File: src/rtl/bus_sel_pkg.sv
// Shared constants, agent code map and FSM state type for the MiniSRC bus select decoder.
package bus_sel_pkg;

    localparam int NUM_SRC = 32'd24;
    localparam int SEL_W   = 32'd5;

    localparam logic [SEL_W-1:0] SEL_R0     = 5'd0;
    localparam logic [SEL_W-1:0] SEL_R1     = 5'd1;
    localparam logic [SEL_W-1:0] SEL_R2     = 5'd2;
    localparam logic [SEL_W-1:0] SEL_R3     = 5'd3;
    localparam logic [SEL_W-1:0] SEL_R4     = 5'd4;
    localparam logic [SEL_W-1:0] SEL_R5     = 5'd5;
    localparam logic [SEL_W-1:0] SEL_R6     = 5'd6;
    localparam logic [SEL_W-1:0] SEL_R7     = 5'd7;
    localparam logic [SEL_W-1:0] SEL_R8     = 5'd8;
    localparam logic [SEL_W-1:0] SEL_R9     = 5'd9;
    localparam logic [SEL_W-1:0] SEL_R10    = 5'd10;
    localparam logic [SEL_W-1:0] SEL_R11    = 5'd11;
    localparam logic [SEL_W-1:0] SEL_R12    = 5'd12;
    localparam logic [SEL_W-1:0] SEL_R13    = 5'd13;
    localparam logic [SEL_W-1:0] SEL_R14    = 5'd14;
    localparam logic [SEL_W-1:0] SEL_R15    = 5'd15;
    localparam logic [SEL_W-1:0] SEL_HI     = 5'd16;
    localparam logic [SEL_W-1:0] SEL_LO     = 5'd17;
    localparam logic [SEL_W-1:0] SEL_ZHIGH  = 5'd18;
    localparam logic [SEL_W-1:0] SEL_ZLOW   = 5'd19;
    localparam logic [SEL_W-1:0] SEL_PC     = 5'd20;
    localparam logic [SEL_W-1:0] SEL_MDR    = 5'd21;
    localparam logic [SEL_W-1:0] SEL_INPORT = 5'd22;
    localparam logic [SEL_W-1:0] SEL_C      = 5'd23;

    typedef enum logic [1:0] {
        ST_IDLE  = 2'd0,
        ST_DRIVE = 2'd1,
        ST_LOAD  = 2'd2
    } bus_dec_state_t;

endpackage

File: src/rtl/onehot_dec.sv
// Combinational select-code to one-hot decoder; codes at or above NUM_SRC give an
// all-zero vector and valid = 0.
module onehot_dec import bus_sel_pkg::*; #(
    parameter int NUM_SRC = bus_sel_pkg::NUM_SRC,
    parameter int SEL_W   = bus_sel_pkg::SEL_W
) (
    input  logic [SEL_W-1:0]   sel,
    output logic [NUM_SRC-1:0] vec,
    output logic               valid
);

    localparam logic [SEL_W:0] LIMIT = (SEL_W+1)'(NUM_SRC);

    // Decode the select code and flag whether it names a real agent
    always_comb begin
        vec   = {NUM_SRC{1'b0}};
        valid = ({1'b0, sel} < LIMIT);
        for (int i = 0; i < NUM_SRC; i++) begin
            if (sel == SEL_W'(i)) begin
                vec[i] = 1'b1;
            end else begin
                vec[i] = 1'b0;
            end
        end
    end

endmodule

File: src/rtl/bus_select_decoder.sv
// Sequenced DRIVE/LOAD register-transfer decoder for the MiniSRC bus.
// Optional invalid-code error pulse enabled by defining BUS_DEC_ERR_EN.
module bus_select_decoder import bus_sel_pkg::*; #(
    parameter int NUM_SRC = bus_sel_pkg::NUM_SRC,
    parameter int SEL_W   = bus_sel_pkg::SEL_W
) (
    input  logic               clk,
    input  logic               clr_n,
    input  logic               req_valid,
    output logic               req_ready,
    input  logic [SEL_W-1:0]   req_src,
    input  logic [SEL_W-1:0]   req_dst,
    input  logic               req_ld,
    output logic [NUM_SRC-1:0] out_en,
    output logic [NUM_SRC-1:0] in_en,
    output logic               busy,
    output logic               done
`ifdef BUS_DEC_ERR_EN
    ,
    output logic               err
`endif
);

    bus_dec_state_t     state_r;
    bus_dec_state_t     state_nxt_s;
    logic               accept_s;

    logic [NUM_SRC-1:0] src_vec_s;
    logic [NUM_SRC-1:0] dst_vec_s;
    logic               src_ok_s;
    logic               dst_ok_s;
    logic [NUM_SRC-1:0] src_oh_s;
    logic [NUM_SRC-1:0] dst_oh_s;

    logic [NUM_SRC-1:0] src_oh_r;
    logic [NUM_SRC-1:0] dst_oh_r;
    logic               ld_r;

    logic [NUM_SRC-1:0] out_en_nxt_s;
    logic [NUM_SRC-1:0] in_en_nxt_s;
    logic               busy_nxt_s;
    logic               done_nxt_s;
    logic [NUM_SRC-1:0] out_en_r;
    logic [NUM_SRC-1:0] in_en_r;
    logic               busy_r;
    logic               done_r;

    onehot_dec #(.NUM_SRC(NUM_SRC), .SEL_W(SEL_W)) u_src_dec (
        .sel   (req_src),
        .vec   (src_vec_s),
        .valid (src_ok_s)
    );

    onehot_dec #(.NUM_SRC(NUM_SRC), .SEL_W(SEL_W)) u_dst_dec (
        .sel   (req_dst),
        .vec   (dst_vec_s),
        .valid (dst_ok_s)
    );

    // Invalid codes are forced to zero even if the decoder width would alias them
    assign src_oh_s  = src_vec_s & {NUM_SRC{src_ok_s}};
    assign dst_oh_s  = dst_vec_s & {NUM_SRC{dst_ok_s}};

    assign req_ready = (state_r == ST_IDLE) || (state_r == ST_LOAD);
    assign accept_s  = req_valid && req_ready;

    // State register
    always_ff @(posedge clk or negedge clr_n) begin
        if (!clr_n) begin
            state_r <= ST_IDLE;
        end else begin
            state_r <= state_nxt_s;
        end
    end

    // Next-state logic; LOAD can chain straight into a new DRIVE
    always_comb begin
        state_nxt_s = ST_IDLE;
        case (state_r)
            ST_IDLE: begin
                if (accept_s) begin
                    state_nxt_s = ST_DRIVE;
                end else begin
                    state_nxt_s = ST_IDLE;
                end
            end
            ST_DRIVE: begin
                state_nxt_s = ST_LOAD;
            end
            ST_LOAD: begin
                if (accept_s) begin
                    state_nxt_s = ST_DRIVE;
                end else begin
                    state_nxt_s = ST_IDLE;
                end
            end
            default: begin
                state_nxt_s = ST_IDLE;
            end
        endcase
    end

    // Capture the decoded request at the accepting edge
    always_ff @(posedge clk or negedge clr_n) begin
        if (!clr_n) begin
            src_oh_r <= {NUM_SRC{1'b0}};
            dst_oh_r <= {NUM_SRC{1'b0}};
            ld_r     <= 1'b0;
        end else if (accept_s) begin
            src_oh_r <= src_oh_s;
            dst_oh_r <= dst_oh_s;
            ld_r     <= req_ld;
        end
    end

    // Output values for the state being entered, so the strobes come straight from flops
    always_comb begin
        out_en_nxt_s = {NUM_SRC{1'b0}};
        in_en_nxt_s  = {NUM_SRC{1'b0}};
        busy_nxt_s   = 1'b0;
        done_nxt_s   = 1'b0;
        case (state_nxt_s)
            ST_DRIVE: begin
                out_en_nxt_s = src_oh_s;
                busy_nxt_s   = 1'b1;
            end
            ST_LOAD: begin
                out_en_nxt_s = src_oh_r;
                if (ld_r) begin
                    in_en_nxt_s = dst_oh_r;
                end else begin
                    in_en_nxt_s = {NUM_SRC{1'b0}};
                end
                busy_nxt_s = 1'b1;
                done_nxt_s = 1'b1;
            end
            default: begin
                out_en_nxt_s = {NUM_SRC{1'b0}};
                in_en_nxt_s  = {NUM_SRC{1'b0}};
                busy_nxt_s   = 1'b0;
                done_nxt_s   = 1'b0;
            end
        endcase
    end

    // Output registers
    always_ff @(posedge clk or negedge clr_n) begin
        if (!clr_n) begin
            out_en_r <= {NUM_SRC{1'b0}};
            in_en_r  <= {NUM_SRC{1'b0}};
            busy_r   <= 1'b0;
            done_r   <= 1'b0;
        end else begin
            out_en_r <= out_en_nxt_s;
            in_en_r  <= in_en_nxt_s;
            busy_r   <= busy_nxt_s;
            done_r   <= done_nxt_s;
        end
    end

    assign out_en = out_en_r;
    assign in_en  = in_en_r;
    assign busy   = busy_r;
    assign done   = done_r;

`ifdef BUS_DEC_ERR_EN
    logic src_ok_r;
    logic dst_ok_r;
    logic err_nxt_s;
    logic err_r;

    // Remember code validity alongside the decoded request
    always_ff @(posedge clk or negedge clr_n) begin
        if (!clr_n) begin
            src_ok_r <= 1'b1;
            dst_ok_r <= 1'b1;
        end else if (accept_s) begin
            src_ok_r <= src_ok_s;
            dst_ok_r <= dst_ok_s;
        end
    end

    // A bad dst only matters when it would actually be loaded
    always_comb begin
        if (state_nxt_s == ST_LOAD) begin
            err_nxt_s = !src_ok_r || (ld_r && !dst_ok_r);
        end else begin
            err_nxt_s = 1'b0;
        end
    end

    // Error pulse register
    always_ff @(posedge clk or negedge clr_n) begin
        if (!clr_n) begin
            err_r <= 1'b0;
        end else begin
            err_r <= err_nxt_s;
        end
    end

    assign err = err_r;
`endif

endmodule

File: config.mk
export PLATFORM = sky130hd
export DESIGN_NAME = bus_select_decoder
export DESIGN_NICKNAME = d
export VERILOG_FILES = /design/src/rtl/bus_sel_pkg.sv /design/src/rtl/onehot_dec.sv /design/src/rtl/bus_select_decoder.sv
export SDC_FILE = /design/constraint.sdc
export NUM_CORES = 1
export LEC_CHECK = 0
export ABC_AREA = 1
export CORE_UTILIZATION = 45
export CTS_CLUSTER_SIZE = 10
export DETAILED_ROUTE_END_ITERATION = 12
export PLACE_DENSITY = 0.74
export SYNTH_ARGS = -nofsm -noshare
export SYNTH_HDL_FRONTEND = slang
export SYNTH_HIERARCHICAL = 1
export SYNTH_SLANG_ARGS = --single-unit
File: constraint.sdc
create_clock -name clk -period 0.9 [get_ports clk]
set_input_delay 0.18 -clock clk [delete_from_list [all_inputs] [get_ports clk]]
set_output_delay 0.18 -clock clk [all_outputs]
set_load 0.02 [all_outputs]
==> results by group <==
Worst setup path
  • Critical path class: reg -> reg
  • CP Data Arrival Time: between 1.5 and 2 ns
  • CP Cell Sequence: buf_12 > nor2_4 > buf_6 > clkbuf_16 > nand2_2 > nand2_1
  • CP peak stage delay: 0.48 ns
  • Critical path peak fanout: 6
  • Critical path endpoint category: flip-flop
  • Data required time of the critical path: 1.21 ns
  • Worst path slowest cell: dfrtp_2
  • Startpoint types: flip-flop

Power and ir drop
  • Sequential share of power: a little over half
  • Power per cell area: 1460 nW/um2
  • Switching power: around 2400 uW
  • Net Sw Frac: 26.9%
  • P_int: 6460 uW
  • Combinational power share: a little over an eighth
  • Pleak: 0.00353 uW
  • Clk pwr share: 33.5%
  • Peak supply drop: roughly 0.91 mV

Global route
  • Grt ovf: 0
  • First-pass GRT wire length: roughly 16000 um
  • Global-route usage over all layers: just over 20%
  • Vias in the first global route: approximately 3.4k
  • Initial antenna violation count: 0
  • Largest net degree at the start of global routing: 45

Cells and area
  • Most frequent cells in the layout: 224 x nand2_1, 100 x dfrtp_1, 61 x nor2_1
  • P&R area growth vs syn: 38.6%
  • ANT cells: 0
  • Layout cell share with drive strength beyond 1: 24.5%
  • Final Core Density: about two thirds
  • Most common cell after layout, fill and taps aside: nand2_1
  • Nets: 661

Detailed routing
  • Total vias in the final route: about 3.7k
  • Vias/cell: 4.70
  • ANT nets after route: 0
  • WL final: about 10000 um
  • Drt first pass iters: 5
  • Initial DRC Count: ~180
  • DR WL/cell: around 13 um
  • Post-route DRC: 0

Floorplan
  • FP Rows: 35
  • I/O pin total: 65
  • Die Y: 100 um
  • Core Region: around 9300 um2
  • Initial Util: roughly 47%
  • Die Width: 100 um
  • Die Area: slightly above 10000 um2

Synth
  • Synthesized instance count: 559
  • YS warnings: 6
  • Syn_nets: 573
  • Part of the Yosys area used for sequential elements: between 50% and 60%
  • Mapped cell area: roughly 4400 um2
  • Register bit total from synthesis: approximately 100
  • Cell variety after synth: 12
  • Synth Area per Inst: between 7 and 8 um2

STA
  • Endpoints failing setup: between 150 and 200
  • Final worst setup slack: -0.331 ns
  • RSZ-0062 raised after global routing: true
  • Peak Freq: roughly 800 MHz
  • Fin. Hold Viols: 0
  • Worst Skew: 0.00858 ns
  • Final period util: 137%
  • Fin Hold WS: approximately 0.22 ns
  • Relative slew slack: between 80% and 90%
  • Fin crit period: 1.23 ns
  • Tightest Pin Transition: approximately 0.3 ns
  • Count of final max-slew check failures: 0

Clocking
  • Total CTS buffers: 9
  • H-tree levels: 3
  • TritonCTS clock tree: built
  • CTS Sinks: 101
  • CTS Root Cell: clkbuf_8
  • Clock Latency Late Sink: 0.36 ns
  • CTS clk-pin slew, worst paths: ~0.10 ns
  • Clock Path Buffers: 2

Placed design
  • Detailed Place HPWL: approximately 6100 um
  • Port Buffers: 64
  • Routability cong.: approximately 0.90

Min path
  • HP Class: in -> async

Outcome
  • Failing checks: setup timing
  • Status: finished, violations left

Flow run
  • Max_cap viols: 0
[cells by family after synthesis]
kind of cell | synth area share, %
and+or+nand+nor | 33.5
DFF | 57.9
buffers and inverters | 8.63
[Yosys cell counts]
master | count | area, um2
dfrtp_1 | 101 | 2530
inv_1 | 57 | 214
nand2_1 | 257 | 965
buf_6 | 4 | 45.0
nor2_4 | 2 | 22.5
nor2_1 | 75 | 282
inv_2 | 5 | 18.8
nand2_2 | 1 | 6.26
buf_4 | 1 | 7.51
nand3_1 | 37 | 185
buf_2 | 16 | 80.1
clkbuf_1 | 3 | 11.3
[routing by layer]
metal	GRT usage, %	part of all wire, %
met1	28.0	47
met2	32.0	47
met3	2.84	3.8
met4	8.36	2.1
met5	0	0
[registers in the layout, indices dropped and copies added, names as in the netlist]
signal	cells
busy	1
done	1
dst_oh_r	24
in_en	24
ld_r	1
out_en	24
src_oh_r	24
state_r	2
[through the flow]
stage          power, uW  cells  instance area, um2  setup TNS, ns  setup WS (ns)
2_1_floorplan       5240    559                4420          -6.73        -0.0971
3_3_place_gp        5670    751                5340         -46.90         -0.491
5_1_grt             9200    781                6050         -39.09         -0.352
3_5_place_dp        5690    751                5340         -50.46         -0.552
6_report            8840    781                6050         -34.42         -0.331
4_1_cts             8740    775                5770         -34.96         -0.312
[repair_timing]
action,4_1_cts,5_1_grt
resized for setup,324,51
hold endpoints to repair,101,0
setup endpoints to repair,150,150
hold buffers,1,0
buffers inserted,5,1
pin swaps,1,10
cloned,2,6
[final timing paths]
path / start / to / cells after the start / slack, ns
max in group asynchronous: clr_n / dst_oh_r[23]$_DFFE_PN0P_ / 3 / 0.19
worst max-delay path: state_r[0]$_DFF_PN0_ / out_en[13]$_DFF_PN0_ / 6 / -0.33
worst min-delay path: clr_n / out_en[15]$_DFF_PN0_ / 2 / 0.22
worst min register to register: dst_oh_r[21]$_DFFE_PN0P_ / dst_oh_r[21]$_DFFE_PN0P_ / 2 / 0.49
min in group clk: req_ld / ld_r$_DFFE_PN0P_ / 3 / 0.41
worst max register to register: state_r[0]$_DFF_PN0_ / out_en[13]$_DFF_PN0_ / 6 / -0.33
[layout make-up]
cell class / instances / area (um2)
clock buffer: 9 / 124
clock inverter: 7 / 83.8
fill: 729 / 3280
inverter: 62 / 243
multi-input combinational: 372 / 1640
sequential: 101 / 2530
tap: 129 / 161
timing repair buffer: 101 / 1270
[power by group through the flow]
stage	Clock, uW	Combinational (uW)	Sequential, uW
6_report	2960	1200	4680
5_1_grt	3230	1290	4690
4_1_cts	3030	1040	4670
3_5_place_dp	0	936	4750
3_3_place_gp	0	917	4750
2_1_floorplan	0	470	4770
[worst max-delay path: cells and delay by family, from the launching register on]
kind,cells,cell delay [ns]
buf+inv,3,0.44
flops,1,0.48
simple gates,3,0.26
Note: power is estimated with default switching activity, not from simulation.
==> variant (same settings) <==
The option `BUS_DEC_ERR_EN` is turned on by a define.
--- a/src/rtl/bus_select_decoder.sv
+++ b/src/rtl/bus_select_decoder.sv
@@ -1,4 +1,6 @@
 // Sequenced DRIVE/LOAD register-transfer decoder for the MiniSRC bus.
 // Optional invalid-code error pulse enabled by defining BUS_DEC_ERR_EN.
+`define BUS_DEC_ERR_EN
+
 module bus_select_decoder import bus_sel_pkg::*; #(
     parameter int NUM_SRC = bus_sel_pkg::NUM_SRC,
Formal check against the unedited RTL (old outputs only; new: err): equivalent (Yosys induction, for registers that start in step).
==> variant against the unedited design <==
The flow still finishes with violations (setup timing). Cell area fell by 1.7%. Sequential power rose by 3%. Die area rose by 1.1%. Total power rose by 2.4%. Count of clock-buffer cells in the layout rose by 1. Synthesized area rose by 1.1%. Sequential cell count rose by 3. Worst setup slack improved by 0.097 ns. Routed wire length fell by 11%. Critical path type is now reg -> out. Highest routed layer unchanged.
==> variant: results (changes against the unedited design) <==
Run status
The flow ran to the end, but the final reports show violations. The checks that failed: setup timing.

Detailed routing
The detailed-router iteration count before antenna repair was 4 (-1). The mean number of vias per cell is 4.58 (-2.5%). The violation count after the first detailed-routing iteration was 202 (+15%). The mean routed wirelength per cell is 11.6 microns (-11%).

Worst setup path
The highest cell delay on the worst timing path was 0.44 ns (-0.04 ns). The critical path in this run is classified as reg -> out. The number of cells traversed by the worst register-to-register path is 5 (-1).

Timing
The slack of the critical path is -0.234 ns (+0.0975 ns). The final number of setup-violating endpoints is 155 (+2.6%). The worst relative slew slack came to 80.9% (+0.69 points).

The worst hold margin is 0.175 ns (-0.0418 ns).

CTS
The number of buffers inserted by post-CTS setup repair came to 2 (-3). The number of gates resized after cts is 322 (-0.62%).

Placement
The worst-case setup slack after placement is -0.553 ns (-0.000621 ns). The half-perimeter wire length of the detailed placement result is 6100 microns (+0.77%). The number of I/O port buffers is 65 (+1.6%).

Cells and area
The number of nets in the layout was 662 (+0.15%). The clock distribution area overhead in the final layout was 3.68% (+0.25 points). The number of fill cells is 789 (+8.2%). The number of clock-tree buffers in the layout is 10 (+1). Relative to the synthesized area, the layout overhead comes to 34.7%. The register share of the cell area is 43.8% (+2.0 points). The portion of the layout cell area used by non-clock buffers is 18.7% (-2.2 points).

The proportion of layout cells with a drive suffix above 1 was 20.1% (-4.5 points).

GRT
The number of global-route vias before repair is 3468 (+1.6%). The wire length of the first global-routing pass came to 15600 microns (-2.0%).

Synthesis
By count the netlist is led by 290 x nand2_1, 102 x dfrtp_1, 75 x nor2_1. The post-synthesis sequential area ratio is 59.0% (+1.1 points). The area fraction in compound gates after synthesis is 0.113% (+0.11 points).

The number of storage elements in the synthesis netlist was 104 (+3.0%).

Power
The power in the clock group is 3.14 mW (+6%). The sequential logic power is 4.84 mW (+3%). The leakage power summed over all cells came to 3.50 nW (-1.0%).
[variant: cell types whose count changed in the layout (fill, tap and decap cells not counted), sizes merged, moves of 2 or more]
cell           unedited run  this run
nand3                    37        12
clkdlybuf4s50            12         8
buf                      82        76
clkbuf                   14        11
dfstp                     0         2
dlymetal6s2s              0         4
nand2                   258       291
[variant: metrics by stage]
| step | std cells | power, mW | setup TNS (ns) | util [%] |
|---|---|---|---|---|
| after floorplan | 570 | 5.42 | -5.39 | - |
| after global placement | 761 | 5.85 | -46.63 | 57.9 |
| after detailed placement | 761 | 5.87 | -49.19 | 57.9 |
| after CTS | 781 | 9.07 | -27.42 | 61.8 |
| after global routing | 782 | 9.47 | -34.78 | 63.4 |
| final | 782 | 9.05 | -26.90 | 63.4 |
[variant: layer usage]
layer	GRT usage, %	vias to the layer above	part of all wire, %
li1	-	1807	-
met1	26.2	1672	47
met2	31.8	90	48
met3	3.47	11	3.7
met4	6.91	0	1.5
met5	0	-	0
